## src/rtl/ace_ccu_snoop_arbiter.sv

```systemverilog
// ace_ccu_snoop_arbiter
// Round-robin arbiter that shares the single snoop-issue slot among NumInp
// requesters. It registers the granted request toward the snoop interconnect
// and tracks in-flight snoops in a slot table. A request whose line index
// matches an in-flight entry is withheld.
//
// Optional feature: define ACE_CCU_SNOOP_ARB_PERF_EN to build a saturating
// conflict-stall counter on stall_cnt_o. When it is undefined, stall_cnt_o
// is tied to zero.
//
// Output register FSM:
//   state      | meaning
//   OUP_EMPTY  | no request held toward the interconnect
//   OUP_FULL   | request held; oup_* stable until oup_ready_i
module ace_ccu_snoop_arbiter #(
   parameter int unsigned NumInp    = 4,
   parameter int unsigned IdxWidth  = 8,
   parameter int unsigned MaxTrans  = 8,
   parameter int unsigned SelWidth  = $clog2(NumInp),
   parameter int unsigned SlotWidth = $clog2(MaxTrans)
) (
   input  logic                       clk_i,
   input  logic                       rst_ni,
   input  logic [NumInp-1:0]          inp_valid_i,
   input  logic [NumInp*IdxWidth-1:0] inp_idx_i,
   output logic [NumInp-1:0]          inp_ready_o,
   output logic                       oup_valid_o,
   input  logic                       oup_ready_i,
   output logic [SelWidth-1:0]        oup_sel_o,
   output logic [IdxWidth-1:0]        oup_idx_o,
   output logic [SlotWidth-1:0]       oup_slot_o,
   input  logic                       done_i,
   input  logic [SlotWidth-1:0]       done_slot_i,
   output logic [31:0]                stall_cnt_o
);

   typedef enum logic {OUP_EMPTY = 1'b0, OUP_FULL = 1'b1} oup_state_e;

   oup_state_e              state_q, state_d;
   logic [MaxTrans-1:0]     slot_vld_q;
   logic [IdxWidth-1:0]     slot_idx_q [MaxTrans];
   logic [SelWidth-1:0]     rr_q;

   logic [IdxWidth-1:0]     req_idx [NumInp];
   logic [NumInp-1:0]       conflict;
   logic [NumInp-1:0]       eligible;
   logic                    any_free;
   logic                    can_load;
   logic [SlotWidth-1:0]    free_slot;
   logic                    gnt_vld;
   logic [SelWidth-1:0]     gnt_sel;
   logic [IdxWidth-1:0]     gnt_idx;

   // Unpack request indices and compare them against every live table entry.
   always_comb begin
      conflict = '0;
      for (int i = 0; i < NumInp; i++) begin
         req_idx[i] = inp_idx_i[i*IdxWidth +: IdxWidth];
         for (int s = 0; s < MaxTrans; s++) begin
            if (slot_vld_q[s] && (slot_idx_q[s] == req_idx[i])) conflict[i] = 1'b1;
         end
      end
   end

   // Lowest free slot; checks use pre-done table state so done_i never feeds inp_ready_o.
   always_comb begin
      any_free  = ~&slot_vld_q;
      free_slot = '0;
      for (int s = MaxTrans-1; s >= 0; s--) begin
         if (!slot_vld_q[s]) free_slot = SlotWidth'(s);
      end
      can_load = (state_q == OUP_EMPTY) || oup_ready_i;
      eligible = inp_valid_i & ~conflict & {NumInp{any_free & can_load}};
   end

   // Round-robin pick: scanning offsets downward leaves the first eligible at or after rr_q.
   always_comb begin
      int unsigned         cand;
      logic [SelWidth-1:0] cand_sel;
      cand     = 0;
      cand_sel = '0;
      gnt_vld  = 1'b0;
      gnt_sel  = '0;
      gnt_idx  = '0;
      for (int j = NumInp-1; j >= 0; j--) begin
         cand = 32'(rr_q) + 32'(j);
         if (cand >= NumInp) cand = cand - NumInp;
         cand_sel = SelWidth'(cand);
         if (eligible[cand_sel]) begin
            gnt_vld = 1'b1;
            gnt_sel = cand_sel;
            gnt_idx = req_idx[cand_sel];
         end
      end
   end

   // Output register FSM state.
   always_ff @(posedge clk_i or negedge rst_ni) begin
      if (!rst_ni) state_q <= OUP_EMPTY;
      else         state_q <= state_d;
   end

   // Output register FSM next state; a grant while FULL and ready issues back-to-back.
   always_comb begin
      state_d = state_q;
      case (state_q)
         OUP_EMPTY: if (gnt_vld) state_d = OUP_FULL;
         OUP_FULL:  if (!gnt_vld && oup_ready_i) state_d = OUP_EMPTY;
         default:   state_d = OUP_EMPTY;
      endcase
   end

   // FSM outputs: registered valid and one-hot combinational grant.
   always_comb begin
      oup_valid_o = (state_q == OUP_FULL);
      inp_ready_o = '0;
      if (gnt_vld) inp_ready_o[gnt_sel] = 1'b1;
   end

   // Output payload, slot table and round-robin pointer.
   always_ff @(posedge clk_i or negedge rst_ni) begin
      if (!rst_ni) begin
         oup_sel_o  <= '0;
         oup_idx_o  <= '0;
         oup_slot_o <= '0;
         rr_q       <= '0;
         slot_vld_q <= '0;
         for (int s = 0; s < MaxTrans; s++) slot_idx_q[s] <= '0;
      end else begin
         if (done_i) slot_vld_q[done_slot_i] <= 1'b0;
         if (gnt_vld) begin
            oup_sel_o               <= gnt_sel;
            oup_idx_o               <= gnt_idx;
            oup_slot_o              <= free_slot;
            slot_vld_q[free_slot]   <= 1'b1;
            slot_idx_q[free_slot]   <= gnt_idx;
            rr_q <= (gnt_sel == SelWidth'(NumInp-1)) ? '0 : gnt_sel + SelWidth'(1);
         end
      end
   end

`ifdef ACE_CCU_SNOOP_ARB_PERF_EN
   logic [31:0] stall_cnt_q;
   logic        stall_hit;

   // A stall cycle is one where some valid requester is held back purely by an index conflict.
   assign stall_hit = (|(inp_valid_i & conflict)) & any_free & can_load;

   // Saturating conflict-stall counter.
   always_ff @(posedge clk_i or negedge rst_ni) begin
      if (!rst_ni)                               stall_cnt_q <= '0;
      else if (stall_hit && (stall_cnt_q != '1)) stall_cnt_q <= stall_cnt_q + 32'd1;
   end

   assign stall_cnt_o = stall_cnt_q;
`else
   assign stall_cnt_o = '0;
`endif

endmodule
```

## config.mk

```make
export PLATFORM = sky130hd
export DESIGN_NAME = ace_ccu_snoop_arbiter
export DESIGN_NICKNAME = d
export VERILOG_FILES = /design/src/rtl/ace_ccu_snoop_arbiter.sv
export SDC_FILE = /design/constraint.sdc
export NUM_CORES = 1
export LEC_CHECK = 0
export ABC_AREA = 1
export CELL_PAD_IN_SITES_DETAIL_PLACEMENT = 1
export CELL_PAD_IN_SITES_GLOBAL_PLACEMENT = 1
export CORE_UTILIZATION = 44
export CTS_CLUSTER_SIZE = 8
export DETAILED_ROUTE_END_ITERATION = 10
export PLACE_DENSITY_LB_ADDON = 0.15
export SETUP_SLACK_MARGIN = 0.5
export SLEW_MARGIN = 20
export SYNTH_ARGS = -nofsm -noshare
export SYNTH_HDL_FRONTEND = slang
export SYNTH_SLANG_ARGS = --single-unit
```

## constraint.sdc

```tcl
create_clock -name clk_i -period 15.4 [get_ports clk_i]
set_clock_uncertainty 0.15 [all_clocks]
set_input_delay 4.62 -clock clk_i [delete_from_list [all_inputs] [get_ports clk_i]]
set_output_delay 4.62 -clock clk_i [all_outputs]
set_load 0.005 [all_outputs]
```

### After elaboration in Yosys (flattened, before gate mapping)

Cells that the tools add are included.

| storage, ports and cells | value |
|---|---|
| flip-flop bits (word level) | 88 |
| latch bits | 0 |
| bits in writable memories | 0 |
| ROM bits | 0 |
| input bits | 43 |
| output and inout port bits | 50 |
| logic and storage cells | 221 |
| memories kept | 0 |

| cells by class | value |
|---|---|
| add/sub/neg operators | 8 |
| $mul | 0 |
| div/mod/pow operators | 0 |
| magnitude comparators | 20 |
| equality and inequality tests | 33 |
| shifts and indexed selects | 0 |
| muxes and demuxes | 92 |
| bitwise logic cells | 13 |
| reduce and logical (&&, ||, !) cells | 41 |

Operators with widths:

| operator | count |
|---|---|
| 8-bit == test | 32 |
| 8-bit 2-to-1 mux | 15 |
| 8-bit binary-select mux with 2-bit select | 4 |
| 64-bit bitwise mux | 1 |
| 1-bit 2-to-1 mux | 45 |
| 1-bit logical AND | 37 |
| 8-bit demux with 3-bit select | 1 |
| 3-bit 2-to-1 mux | 8 |
| 3-bit >= comparator (second input constant) | 7 |
| 2-bit 2-to-1 mux | 9 |
| 2-bit by 3-bit < comparator with 1-bit output (second input constant) | 5 |
| 2-bit inverter with 3-bit output | 4 |
| 4-bit AND | 2 |
| 8-bit AND | 1 |
| 1-bit binary-select mux with 2-bit select | 4 |
| 3-bit by 4-bit < comparator with 1-bit output (second input constant) | 2 |
| 8-bit inverter | 1 |
| 8-bit bitwise OR | 1 |
| 8-bit AND reduction | 1 |
| 2-bit by 1-bit subtractor with 2-bit output (second input constant) | 4 |
| 2-bit by 2-bit adder with 3-bit output (second input constant) | 2 |
| 1-bit demux with 3-bit select | 2 |
| 3-bit by 1-bit >= comparator with 1-bit output (second input constant) | 2 |
| 4-bit >= comparator (second input constant) | 1 |
| 15 further kinds | 16 |

### Longest topological paths before layout

Gate-level depths: netlist (run 1).

| logic depth | value |
|---|---|
| depth in word-level cells | 24 |
| depth in mapped cells | 24 |
| mapped depth without buffers | 22 |

### Worst setup path after synthesis (run 1)

OpenSTA, ideal clock, no wires.

| path | value |
|---|---|
| path type | input -> output |
| from | input port inp_idx_i[8] |
| to | output port inp_ready_o[0] |
| arrival time | 6.516 ns |
| data required time | 10.630 ns |
| path slack | 4.114 ns |
| stages on the path | 22 |
| buffers on the path | 3 |
| cells stage by stage | buf_4 -> inv_1 -> buf_4 -> nand2_1 -> o211ai_1 -> nor2_1 -> nand3_1 -> nand2_1 -> nor2_1 -> nand3_1 -> nand2_1 -> nand2_1 -> nand2_1 -> nand2_1 -> buf_4 -> o21ai_0 -> nand2_1 -> nand2_1 -> inv_1 -> ha_1 -> inv_1 -> nor2_1 |

| between the ends | value |
|---|---|
| cells in the longest elaborated chain, start to end | 24 |
| elaborated cells on any way between the ends | 49 |
| those cells by class | order compare: 2; eq/ne: 8; mux: 27; bitwise: 3; reduce/logical: 9 |

RTL lines:

| item | line | text |
|---|---|---|
| start: declaration | 25 | `input logic [NumInp*IdxWidth-1:0] inp_idx_i,` |
| 8-bit == test | 60 | `if (slot_vld_q[s] && (slot_idx_q[s] == req_idx[i])) conflict[i] = 1'b1;` |
| 1-bit logical AND | 60 |  |
| 1-bit 2-to-1 mux (7 in a row) | 60 |  |
| 1-bit 2-to-1 mux (*) | 60 |  |
| 4-bit inverter (*) | 73 | `eligible = inp_valid_i & ~conflict & {NumInp{any_free & can_load}};` |
| 4-bit AND (*) (2 in a row) | 73 |  |
| 1-bit binary-select mux with 2-bit select | 89 | `if (eligible[cand_sel]) begin` |
| 1-bit 2-to-1 mux (implied by the code) | 89 |  |
| 2-bit 2-to-1 mux (3 in a row) | 89 |  |
| 2-bit 2-to-1 mux (*) | 89 |  |
| via gnt_sel[0] | 51 | `logic [SelWidth-1:0] gnt_sel;` |
| 2-bit by 3-bit < comparator with 1-bit output (implied by the code) or 2-bit by 1-bit >= comparator with 1-bit output (tied branches) | 117 | `if (gnt_vld) inp_ready_o[gnt_sel] = 1'b1;` |
| 1-bit logical AND (implied by the code) | 117 |  |
| 1-bit 2-to-1 mux (implied by the code) | 117 |  |
| 1-bit demux with 2-bit select (*) | 117 |  |
| 4-bit 2-to-1 mux (*) | 117 |  |
| end: declaration | 26 | `output logic [NumInp-1:0] inp_ready_o,` |

The timed path passes the listed nets; every way through them passes the cells marked *. The select of a mux whose other input is x is not followed.

### Final worst setup path (run 1)

| path | value |
|---|---|
| from | input port inp_idx_i[9] |
| to | output port inp_ready_o[0] |

Same word-level chain as after synthesis.

==> run summary, run 1 <==
Final-layout fill cell count = 2941
M2 GR Usage = 0.634
Rel. slew slack = 0.222
Max_cap viols = 0
Core ar. = 0.0204 sq mm
Sequential-to-total area share from yosys stat = 0.240
Total number of vias = 10800
Critical Path AT = 8.81 ns
Initial Util = 0.451
Crit path max fanout = 12
Area used by multi-input combinational logic = 0.00585 sq mm
Met1 global-route usage = 0.536
Pleak = 5.13 nW
Crit path time final = 13.58 ns
CP Cell Sequence = clkdlybuf4s50_1 -> inv_1 -> nand2_1 -> nand3_1 -> nor3_1 -> nand3_1 -> nand2_1 -> nor2_1 -> nand3_1 -> nand2_1 -> nand2_1 -> nand2_1 -> nand2_1 -> o21ai_0 -> nand2_1 -> nand2_1 -> inv_1 -> ha_1 -> inv_1 -> nor2_1 -> clkdlybuf4s50_1
Clock transition at path regs = 0.08 ns
Die Height = 146 um
TritonCTS clock tree = built
Tcrit/Tclk final = 0.882
Worst setup margin = 1.82 ns
CP required = 10.63 ns
Drt total wl = 42.9 mm
Avg Cell Area, Syn = 5.82 sq um
Post-synth EDFFs = 0
Post-route ant nets = 0
Status = finished, final reports clean
Gr ovfl total = 0
H-tree depth = 3
Final HPWL DP = 32.9 mm
Gate count after technology mapping = 1576
DP Area = 0.00959 sq mm
Die Footprint = 0.0214 sq mm
#FFs+latches synth = 88
RSZ-0062 raised after global routing = no
Tot GR Track Use = 0.406
Final instance area = 0.00988 sq mm
Ys flop type = dfrtp_1
Max-slew violations = 0
Peak supply drop = 0.000168 V
Fin. Hold Viols = 0
Synth Cell Area = 0.00918 sq mm
CP max-delay cell = clkdlybuf4s50_1
CTS Buf Count = 9
Worst setup SP type = input port
# resized after CTS = 0
Worst slack at placement = 1.94 ns
Post-synthesis cell type count = 35
YS warnings = 0
DR pass1 iterations = 5
Port bufs = 60
Worst setup path category = input port to primary output
N_diodes = 0
Crit path capture type = primary output
DR WL/cell = 23.2 um
Worst hold path type = flop to flop
Setup Buffers After CTS = 0
Setup TNS = 0 ns
Commonest cells after routing, fill and taps aside = nand2_1, nand3_1, inv_1, nor2_1, o21ai_0
Fraction of registers with async set/reset = 1.00
Syn-to-layout area delta = 7.63%
Critical path's largest stage delay = 0.89 ns
Gpl congestion = 1.02
Die Wd = 146 um
Vias in the first global route = 10400
Slew @ Worst Pin = 1.16 ns
Register area = 0.00220 sq mm
Power per cell area = 257 mW/mm^2
Largest net degree at the start of global routing = 76
DRT iter0 DRCs = 929
Max clock buf depth = 2
Cell mode on critical path = nand2_1
Max Clock Freq = 73.6 MHz
Io pins = 93
Cts hold-fix bufs = 0
Antenna violations before repair = 0
Setup violators final = 0
Top Usage Layer GRT = met2
Fraction of final layout cells with drive strength greater than 1 = 0.0399
First-pass GRT wire length = 64.6 mm
Vias per inst = 5.84
Site row count = 52
Met3 Track Usage GR = 0.0688
Root Buffer = clkbuf_16
Clock latency on the worst-skew pair = 0.37 ns
Drt drc = 0
Commonest non-fill, non-tap cell in the layout = nand2_1
Final Net Count = 1621
Num Clock Sinks = 88
-- state kept, by name (all words and copies together) (netlist names) --
name / count
oup_sel_o: 2
oup_slot_o: 3
slot_idx_q: 64
oup_valid_o: 1
rr_q: 2
slot_vld_q: 8
oup_idx_o: 8
-- Yosys cell counts, drive strengths merged, types with 2 or more instances --
library cell / number / area share
xor2: 47 / 0.045
o211ai: 23 / 0.019
nand4: 20 / 0.014
o21ai: 100 / 0.055
a21oi: 47 / 0.026
nor2: 113 / 0.057
buf: 81 / 0.061
nand3: 146 / 0.088
nand2: 679 / 0.28
clkinv: 4 / 0.0016
clkbuf: 27 / 0.011
xnor2: 15 / 0.014
dfrtp: 88 / 0.24
o22ai: 12 / 0.0082
or2: 2 / 0.0014
inv: 146 / 0.061
o2111ai: 2 / 0.0019
ha: 4 / 0.0055
nor3: 19 / 0.011
-- worst paths after layout --
path / to / start / cells after the start / slack, ns
worst max register to register: slot_idx_q[44] / rr_q[0] / 12 / 10.52
worst min register to register: oup_idx_o[4] / oup_idx_o[4] / 2 / 0.34
worst max-delay path: inp_ready_o[0] / inp_idx_i[9] / 21 / 1.82
max in group asynchronous: rr_q[0] / rst_ni / 2 / 9.85
min in group asynchronous: slot_idx_q[49] / rst_ni / 1 / 4.05
worst min-delay path: oup_idx_o[4] / oup_idx_o[4] / 2 / 0.34
-- final cells by class --
| class | instances | area share |
|---|---|---|
| inverter | 150 | 0.0583 |
| timing repair buffer | 64 | 0.0636 |
| clock buffer | 11 | 0.0246 |
| sequential | 88 | 0.223 |
| clock inverter | 5 | 0.00418 |
| tap | 270 | 0.0342 |
| multi-input combinational | 1261 | 0.592 |
-- metal layers --
metal	part of all wire	up-vias	wire length (um)
li1	-	4905	-
met4	0.055	0	2370
met1	0.42	5304	18100
met2	0.45	482	19300
met3	0.075	111	3240
met5	0	-	0
-- metrics by stage --
| step | hold slack (ns) | total power, mW | utilization | cells |
|---|---|---|---|---|
| final | 0.342 | 2.54 | 0.485 | 1849 |
| after global placement | 0.311 | 2.20 | 0.471 | 1833 |
| after detailed placement | 0.324 | 2.25 | 0.471 | 1833 |
| after global routing | 0.366 | 2.71 | 0.485 | 1849 |
| after floorplan | 0.315 | 1.63 | - | 1607 |
| after CTS | 0.347 | 2.49 | 0.485 | 1849 |
-- worst max-delay path: cells and delay by family --
kind,cells,cell delay [ns]
AOI/OAI and AO/OA,1,0.17
adders and majority gates,1,0.17
buffers and inverters,5,1.92
and+or+nand+nor,14,1.93
-- logic make-up (layout without fill, tap and decap cells) --
group / after synthesis / in the layout / synth area share
AO/OA/AOI/OAI: 184 / 184 / 0.109
XOR/XNOR: 62 / 62 / 0.0592
adder cells (fa/ha/maj): 4 / 4 / 0.00545
buffers and inverters: 258 / 230 / 0.135
flip-flops: 88 / 88 / 0.240
other: 1 / 32 / 0.000409
AND/OR/NAND/NOR: 979 / 979 / 0.451
-- power breakdown --
part,leakage (nW),switching (mW),internal (mW)
Clock,0.132,0.117,0.116
Sequential,1.07,0.203,0.350
Combinational,3.92,1.25,0.506
Power figures use the tool's default switching activity.
==> run 2, diff against run 1 <==
--- a/config.mk
+++ b/config.mk
@@ -9,8 +9,8 @@
 export CELL_PAD_IN_SITES_DETAIL_PLACEMENT = 1
 export CELL_PAD_IN_SITES_GLOBAL_PLACEMENT = 1
 export CORE_UTILIZATION = 44
-export CTS_CLUSTER_SIZE = 8
 export DETAILED_ROUTE_END_ITERATION = 10
+export HOLD_SLACK_MARGIN = 0.06
 export PLACE_DENSITY_LB_ADDON = 0.15
 export SETUP_SLACK_MARGIN = 0.5
 export SLEW_MARGIN = 20
==> results of run 2 <==
The final DEF is identical to that of run 1; final timing and power are the same.
==> run 3, diff against run 2 <==
--- a/config.mk
+++ b/config.mk
@@ -8,7 +8,7 @@
 export ABC_AREA = 1
 export CELL_PAD_IN_SITES_DETAIL_PLACEMENT = 1
 export CELL_PAD_IN_SITES_GLOBAL_PLACEMENT = 1
-export CORE_UTILIZATION = 44
+export CORE_UTILIZATION = 37
 export DETAILED_ROUTE_END_ITERATION = 10
 export HOLD_SLACK_MARGIN = 0.06
 export PLACE_DENSITY_LB_ADDON = 0.15
==> constraint.sdc (replaced) <==
create_clock -name clk_i -period 12.05 [get_ports clk_i]
set_clock_uncertainty 0.15 [all_clocks]
set_input_delay 3.615 -clock clk_i [delete_from_list [all_inputs] [get_ports clk_i]]
set_output_delay 3.615 -clock clk_i [all_outputs]
set_load 0.005 [all_outputs]
==> run 3 against run 2 <==
  * Wire length is 5.9% higher
  * Sequential power increased by 29%
  * Final cell count rose by 3.5%
  * Critical path depth decreased by 1
  * First-iteration DRC count grew 7.6%
  * Die area increased by 19%
  * Via count shrank 0.92%
  * Sequential share of layout area shrank 0.36 points
  * Design area is 1.6% higher
  * Register-to-register slack worse by 3.2 ns
  * Non-clock buffer count is 10 higher
  * Hold slack lost 0.011 ns
  * Critical endpoint unchanged
==> run summary, run 3 (same netlist as run 1, synthesis figures left out) <==
Placed cell count = 1897
Max reg flops = 64
Die Wd = 159 um
Drt total wl = 45.5 mm
CP Cell Sequence = clkdlybuf4s50_1 -> inv_1 -> nand2_1 -> nand3_1 -> nor3_1 -> nand3_1 -> nand2_1 -> nor2_1 -> nand3_1 -> nand2_1 -> nand3_1 -> nand2_2 -> o21ai_0 -> nand2_1 -> nand2_1 -> inv_1 -> ha_1 -> inv_1 -> nor2_1 -> clkdlybuf4s50_1
Max Clock Freq = 88.4 MHz
Die Height = 159 um
Critical Path AT = 7.55 ns
RSZ-0062 raised after global routing = no
Crit path max fanout = 12
Syn-to-layout area delta = 9.41%
Clock transition at path regs = 0.08 ns
Status = finished, final reports clean
Commonest non-fill, non-tap cell in the layout = nand2_1
Initial Util = 0.377
Tcrit/Tclk final = 0.939
Tot GR Track Use = 0.362
Site row count = 57
DP Area = 0.00974 sq mm
Max-slew violations = 0
Max_cap viols = 0
Reg with most FFs = slot_idx_q
TritonCTS clock tree = built
CP bufs+invs = 5
DRT iter0 DRCs = 1000
Gpl congestion = 1.02
N_diodes = 0
Drt drc = 0
CP delay by family, top = buffers and inverters
Final instance area = 0.0100 sq mm
Largest net degree at the start of global routing = 76
Slew @ Worst Pin = 1.06 ns
Pleak = 5.19 nW
Top flop regs = slot_idx_q x64, oup_idx_o x8, slot_vld_q x8
Fraction of final layout cells with drive strength greater than 1 = 0.0466
Area used by multi-input combinational logic = 0.00585 sq mm
Peak supply drop = 0.000246 V
Clock latency on the worst-skew pair = 0.37 ns
Gr ovfl total = 0
H-tree depth = 3
Fin. Hold Viols = 0
Worst setup SP type = input port
Total number of vias = 10700
Cell mode on critical path = nand2_1
Setup TNS = 0 ns
Vias in the first global route = 10300
Worst setup path category = input port to primary output
Register area = 0.00220 sq mm
Commonest cells after routing, fill and taps aside = nand2_1, nand3_1, inv_1, nor2_1, o21ai_0
DR pass1 iterations = 5
Crit path capture type = primary output
Final HPWL DP = 34.8 mm
Rel. slew slack = 0.292
Antenna violations before repair = 0
Vias per inst = 5.59
Worst setup margin = 0.740 ns
Setup violators final = 0
CP max-delay cell = clkdlybuf4s50_1
Root Buffer = clkbuf_16
Worst slack at placement = 0.869 ns
Post-route ant nets = 0
Power per cell area = 327 mW/mm^2
CTS Buf Count = 9
Core ar. = 0.0243 sq mm
Total power after layout = 3.28 mW
Worst hold path type = flop to flop
Setup Buffers After CTS = 0
Cts hold-fix bufs = 0
Crit path time final = 11.31 ns
Num Clock Sinks = 88
Final Net Count = 1631
Die Footprint = 0.0254 sq mm
Non-filler instance count after layout = 1913
CP required = 8.28 ns
Port bufs = 60
Fin util = 0.413
Critical path's largest stage delay = 0.88 ns
DR WL/cell = 23.8 um
Io pins = 93
Final-layout fill cell count = 3367
Max clock buf depth = 2
First-pass GRT wire length = 68.5 mm
# resized after CTS = 0
Final hold slack = 0.331 ns
[run 3: cell types whose count changed in the layout (fill, tap and decap cells not counted), sizes merged]
| cell | before | now |
|---|---|---|
| bufinv | 0 | 1 |
| buf | 5 | 15 |
| inv | 147 | 148 |
| clkbuf | 11 | 9 |
[run 3: layout make-up]
cell class / instances / area share
Sequential cell: 88 / 0.219
Tap cell: 324 / 0.0404
Multi-Input combinational cell: 1261 / 0.583
Clock inverter: 7 / 0.00785
Inverter: 150 / 0.0573
Clock buffer: 9 / 0.0224
Timing Repair Buffer: 74 / 0.0700
[run 3: worst reg2reg max path, stage by stage, from the launching register on]
cell and delay [ns]:
dfrtp_2 0.35, buf_4 0.57, xor2_1 0.42, clkinv_1 0.78, nand3_4 0.44, nand2_4 0.15, nand2_2 0.12, nor2_4 0.09
buf_4 0.27, nor2_2 0.67, inv_2 0.41, nand2_1 0.16, nand2_1 0.07
[run 3: final timing paths]
path,end,cells after the start,slack (ns),start
min reg2reg,oup_idx_o[1],2,0.33,oup_idx_o[1]
max in group asynchronous,slot_idx_q[13],2,7.49,rst_ni
max,inp_ready_o[0],20,0.74,inp_idx_i[9]
max reg2reg,slot_idx_q[43],12,7.28,rr_q[0]
min,oup_idx_o[1],2,0.33,oup_idx_o[1]
min in group asynchronous,slot_idx_q[48],1,3.05,rst_ni
[run 3: routing by layer]
metal	up-vias	track usage	part of all wire
met1	5283	0.507	0.45
met4	0	0.151	0.043
li1	4914	-	-
met5	-	0	0
met3	68	0.0461	0.066
met2	438	0.559	0.44
[run 3: report_power, final]
group          switching, mW  internal (mW)  leakage [nW]  total (mW)
combinational           1.60          0.652          3.97        2.26
sequential             0.269          0.447          1.07       0.716
clock                  0.150          0.164         0.144       0.314
